==> config.mk <==
export PLATFORM = sky130hd
export DESIGN_NAME = alu_op_sequencer
export DESIGN_NICKNAME = d
export VERILOG_FILES = /design/src/rtl/alu_op_sequencer.sv
export SDC_FILE = /design/constraint.sdc
export NUM_CORES = 1
export LEC_CHECK = 0
export BUFFER_PORTS_ARGS = -buffer_cell sky130_fd_sc_hd__buf_4
export CORE_MARGIN = 2
export CORE_UTILIZATION = 50
export DETAILED_ROUTE_END_ITERATION = 8
export GPL_ROUTABILITY_DRIVEN = 0
export PLACE_DENSITY = 0.74
export SYNTH_ARGS = -nofsm -noshare
export SYNTH_HDL_FRONTEND = slang
export SYNTH_SLANG_ARGS = --single-unit
export TNS_END_PERCENT = 1
==> constraint.sdc <==
create_clock -name clk -period 3 [get_ports clk]
set_input_delay 0.3 -clock clk [delete_from_list [all_inputs] [get_ports clk]]
set_output_delay 0.3 -clock clk [all_outputs]
set_load 0.005 [all_outputs]
==> src/rtl/alu_op_sequencer.sv <==
// alu_op_sequencer: steps the nlp-16a ALU through one operation per request.
// Multi-bit shifts/rotates become repeated 1-bit ALU steps. Every step holds
// the ALU control word for SETTLE cycles. Outputs are decoded from registered
// state, latched opcode and counters. Flush is the only input that reaches
// the outputs combinationally: it gates the write strobes.
module alu_op_sequencer #(
  parameter int SHAMT_W = 4,
  parameter int SETTLE  = 1
) (
  input  logic               clk,
  input  logic               rst,
  input  logic               req_valid,
  output logic               req_ready,
  input  logic [3:0]         op_code,
  input  logic [SHAMT_W-1:0] shamt,
  input  logic               flush,
  output logic [5:0]         alu_ctrl,
  output logic               acc_sel,
  output logic               acc_we,
  output logic               wb_en,
  output logic               flag_we,
  output logic               busy,
  output logic               done,
  output logic               err
);

  localparam int STEP_W = (SETTLE < 2) ? 1 : $clog2(SETTLE + 1);
  localparam logic [5:0] CTRL_MOV = 6'b000000;

  typedef enum logic [2:0] {
    S_IDLE,
    S_LOAD,
    S_EXEC,
    S_WB,
    S_ERR
  } state_t;

  state_t             state, state_next;
  logic [3:0]         op_q;
  logic [SHAMT_W-1:0] shamt_q;
  logic [SHAMT_W-1:0] shift_cnt, shift_cnt_next;
  logic [STEP_W-1:0]  step_cnt, step_cnt_next;
  logic               accept;
  logic               is_shift;
  logic               zero_shift;
  logic               step_last;
  logic [5:0]         op_ctrl;

  // The control words are listed as Ctrl0..Ctrl5 reading left to right.
  // alu_ctrl[i] carries Ctrl i, so the listed pattern is bit-reversed.
  function automatic logic [5:0] ctrl_code(input logic [3:0] op);
    logic [5:0] t;
    case (op)
      4'd1:    t = 6'b010010;
      4'd2:    t = 6'b010001;
      4'd3:    t = 6'b000110;
      4'd4:    t = 6'b001010;
      4'd5:    t = 6'b001110;
      4'd6:    t = 6'b001100;
      4'd7:    t = 6'b011011;
      4'd8:    t = 6'b011000;
      4'd9:    t = 6'b100100;
      4'd10:   t = 6'b100000;
      4'd11:   t = 6'b100010;
      4'd12:   t = 6'b101100;
      4'd13:   t = 6'b101000;
      4'd14:   t = 6'b101010;
      default: t = 6'b000000;
    endcase
    return {t[0], t[1], t[2], t[3], t[4], t[5]};
  endfunction

  assign accept     = (state == S_IDLE) && req_valid;
  assign is_shift   = (op_q >= 4'd9) && (op_q <= 4'd14);
  assign zero_shift = is_shift && (shamt_q == '0);
  assign step_last  = (step_cnt == STEP_W'(SETTLE - 1));
  assign op_ctrl    = ctrl_code(op_q);

  // State register, latched request and step/shift counters.
  // shift_cnt holds the number of 1-bit steps still owed, including the WB step.
  always_ff @(posedge clk or posedge rst) begin
    if (rst) begin
      state     <= S_IDLE;
      op_q      <= '0;
      shamt_q   <= '0;
      shift_cnt <= '0;
      step_cnt  <= '0;
    end else begin
      state     <= state_next;
      shift_cnt <= shift_cnt_next;
      step_cnt  <= step_cnt_next;
      if (accept) begin
        op_q      <= op_code;
        shamt_q   <= shamt;
        shift_cnt <= shamt;
      end
    end
  end

  // Next-state, counter updates and output decode. Flush overrides step completion.
  always_comb begin
    state_next     = state;
    shift_cnt_next = shift_cnt;
    step_cnt_next  = step_cnt;
    req_ready      = 1'b0;
    alu_ctrl       = CTRL_MOV;
    acc_sel        = 1'b0;
    acc_we         = 1'b0;
    wb_en          = 1'b0;
    flag_we        = 1'b0;
    done           = 1'b0;
    err            = 1'b0;
    busy           = (state != S_IDLE);

    case (state)
      S_IDLE: begin
        req_ready = 1'b1;
        if (req_valid) begin
          state_next = (op_code == 4'd15) ? S_ERR : S_LOAD;
        end
      end
      S_LOAD: begin
        acc_we        = 1'b1;
        step_cnt_next = '0;
        state_next    = (is_shift && (shift_cnt > SHAMT_W'(1))) ? S_EXEC : S_WB;
      end
      S_EXEC: begin
        alu_ctrl = op_ctrl;
        acc_sel  = 1'b1;
        if (step_last) begin
          acc_we         = 1'b1;
          step_cnt_next  = '0;
          shift_cnt_next = shift_cnt - SHAMT_W'(1);
          state_next     = (shift_cnt == SHAMT_W'(2)) ? S_WB : S_EXEC;
        end else begin
          step_cnt_next = step_cnt + STEP_W'(1);
        end
      end
      S_WB: begin
        alu_ctrl = zero_shift ? CTRL_MOV : op_ctrl;
        if (step_last) begin
          wb_en         = 1'b1;
          done          = 1'b1;
          flag_we       = !((op_q == 4'd0) || zero_shift);
          step_cnt_next = '0;
          state_next    = S_IDLE;
        end else begin
          step_cnt_next = step_cnt + STEP_W'(1);
        end
      end
      S_ERR: begin
        done       = 1'b1;
        err        = 1'b1;
        state_next = S_IDLE;
      end
      default: begin
        state_next = S_IDLE;
      end
    endcase

    if (flush && (state != S_IDLE)) begin
      acc_we        = 1'b0;
      wb_en         = 1'b0;
      flag_we       = 1'b0;
      done          = 1'b0;
      err           = 1'b0;
      step_cnt_next = '0;
      state_next    = S_IDLE;
    end
  end

endmodule

==> impl_metrics.tcl <==
set metrics [dict create \
    skew_ps 4.93 \
    hold_buffers 0 \
    tritoncts "built" \
    tns_ps 0 \
    finalPower_mw 1.17 \
    numCtsBuffers 3 \
    rsz0062_at_grt "false" \
    vias 896 \
    status "complete, no violations" \
    grt_use_total_pct 18.4 \
    cp_slowest_cell "dfrtp_1" \
    end_kind "output pin" \
    nets 167 \
    gr-total-overflow 0 \
    drc 0 \
    regArea_sq_um 375 \
    fmax_mhz 394 \
    cts_root_buffer "clkbuf_4" \
    leakage_nw 0.615 \
    totalWireLength_mm 2.04 \
    critPathArrivalTime_ps 2240 \
    cts_resized 0 \
    peakVddDrop_mv 0.536 \
    antenna_left 0 \
    synth_seq_cells 15 \
    syn_avg_cell_area_sq_um 8.59 \
    drive_gt1_share_pct 22.1 \
    wl_per_cell_um 11.9 \
    numClockSinks 15 \
    relSlewSlack_pct 63.8 \
    synth_nets 142 \
    areaGrowthSynthToFinish_pct 21.4 \
    yosys_warnings 0 \
    post_cts_buffers 0 \
    crit_fanout 5 \
    path_cells "inv_1 > ha_1 > nor3b_2 > a31oi_1 > a41o_1 > a2111oi_2 > buf_4" \
    final.min_clock_period_ps 2540 \
    antenna_found_initial 0 \
    synthFlopType "dfrtp_1" \
    core_sq_mm 0.00196 \
    synthArstFlopShare_pct 100 \
    cts_max_path_buffers 2 \
    cp_num_buf_inv 2 \
    clkTransAtPathRegs_ps 90 \
    grt.busiest_layer "met2" \
    die-area_sq_mm 0.00246 \
    synth_cells 121 \
    fillers 199 \
    first_iter_violations 13 \
    setup_violations 0 \
    netlist_area_sq_mm 0.00104 \
    dieHeight_um 49.6 \
    numPortBuffers 25 \
    finalHoldViolations 0 \
    ys_types 33 \
    final_common_cell "buf_4" \
    h-tree-depth 1 \
    viasPerCell 5.21 \
    cp_top_family "compound AO/OA/AOI/OAI gates" \
    final_max_slew_viol_count 0 \
    io-pin-count 26 \
    insertion_delay_ps 280 \
    antenna_cells 0 \
    p_per_area_mw_per_mm2 929 \
    max_stage_delay_ps 430 \
    cap_violations 0 \
    multi_input_area_sq_um 598 \
    min_path_type "in -> async" \
    worstMarginPinSlew_ps 542 \
    critPathKind "reg -> out" \
    period_share_pct 84.5 \
    first_pass_iters 4 \
    dp_hpwl_mm 1.64 \
    cp-start-kind "flip-flop" \
    globalRouteMet2Util_pct 31.6 \
    die_x_um 49.6 \
    grt_pass1_wl_mm 3.51 \
    rows 16 \
    whs_ps 58.2 \
    layout_common_cells "buf_4 (25), nand2_1 (22), dfrtp_1 (15)" \
    worstPathRequired_ps 2700 \
    grtUsageMet3_pct 2.73 \
    grtUsageMet1_pct 23.4 \
    grt_pass1_vias 822 \
    yosysSeqAreaShare_pct 36.1 \
    grt_max_degree 16 \
    initial_core_util_pct 53.0 \
    synth_edf_count 0 \
]
==> metal layers <==
metal  vias up  part of all wire [%]
li1        461                     -
met1       412                    47
met4         0                  0.59
met5         -                     0
met2        21                    49
met3         2                   3.6
==> final timing paths <==
kind,depth (start not counted),slack (ps),end,startpoint
min,2,60,state[2]$_DFFE_PP0P_,rst
max,7,460,alu_ctrl[0],op_q[0]$_DFFE_PP0P_
min in group clk,2,180,state[1]$_DFFE_PP0P_,flush
min reg2reg,2,480,shamt_q[2]$_DFFE_PP0P_,shamt_q[2]$_DFFE_PP0P_
max in group asynchronous,2,2580,op_q[1]$_DFFE_PP0P_,rst
max reg2reg,6,1260,state[0]$_DFFE_PP0P_,op_q[0]$_DFFE_PP0P_
==> cells by family after synthesis <==
group                      share of synthesized area, %
DFF                                                36.1
muxes                                              1.93
and+or+nand+nor                                    24.2
xor gates and xnor gates                           3.37
buffers and inverters                              6.38
adders and majority gates                          10.8
AOI/OAI and AO/OA                                  17.2
==> power by group <==
part | switching [mW] | internal [mW] | total (mW)
registers | 0.143 | 0.294 | 0.437
clock network | 0.0609 | 0.0516 | 0.113
logic | 0.323 | 0.299 | 0.623
==> cell type report <==
| type | count | share of cell area [%] |
|---|---|---|
| Clock buffer | 4 | 2.08 |
| Inverter | 11 | 3.27 |
| Multi-Input combinational cell | 90 | 47.4 |
| Sequential cell | 15 | 29.7 |
| Tap cell | 27 | 2.68 |
| Timing Repair Buffer | 25 | 14.9 |
==> per-stage QoR <==
| stage | worst slack (ps) | util [%] | cell area (sq um) | instances |
|---|---|---|---|---|
| 2_1_floorplan | 1090 | - | 1040 | 121 |
| 3_3_place_gp | 878 | 63.0 | 1240 | 168 |
| 3_5_place_dp | 783 | 63.0 | 1240 | 168 |
| 4_1_cts | 462 | 64.3 | 1260 | 172 |
| 5_1_grt | 314 | 64.3 | 1260 | 172 |
| 6_report | 464 | 64.3 | 1260 | 172 |
==> cell usage after synthesis, types with 3 or more instances <==
| cell type | count | area (sq um) |
|---|---|---|
| a21oi_1 | 4 | 20.0 |
| nor3_1 | 5 | 25.0 |
| nor2_1 | 7 | 26.3 |
| o21ai_0 | 3 | 15.0 |
| nand2b_1 | 3 | 18.8 |
| nand2_1 | 22 | 82.6 |
| dfrtp_1 | 15 | 375 |
| inv_1 | 11 | 41.3 |
| ha_1 | 9 | 113 |
| o21ai_1 | 6 | 30.0 |
| a211oi_1 | 5 | 37.5 |
==> sequential cells by signal, indices dropped and copies added (netlist names) <==
name	cells
shamt_q	4
shift_cnt	4
state	3
op_q	4
Power figures use the tool's default switching activity.
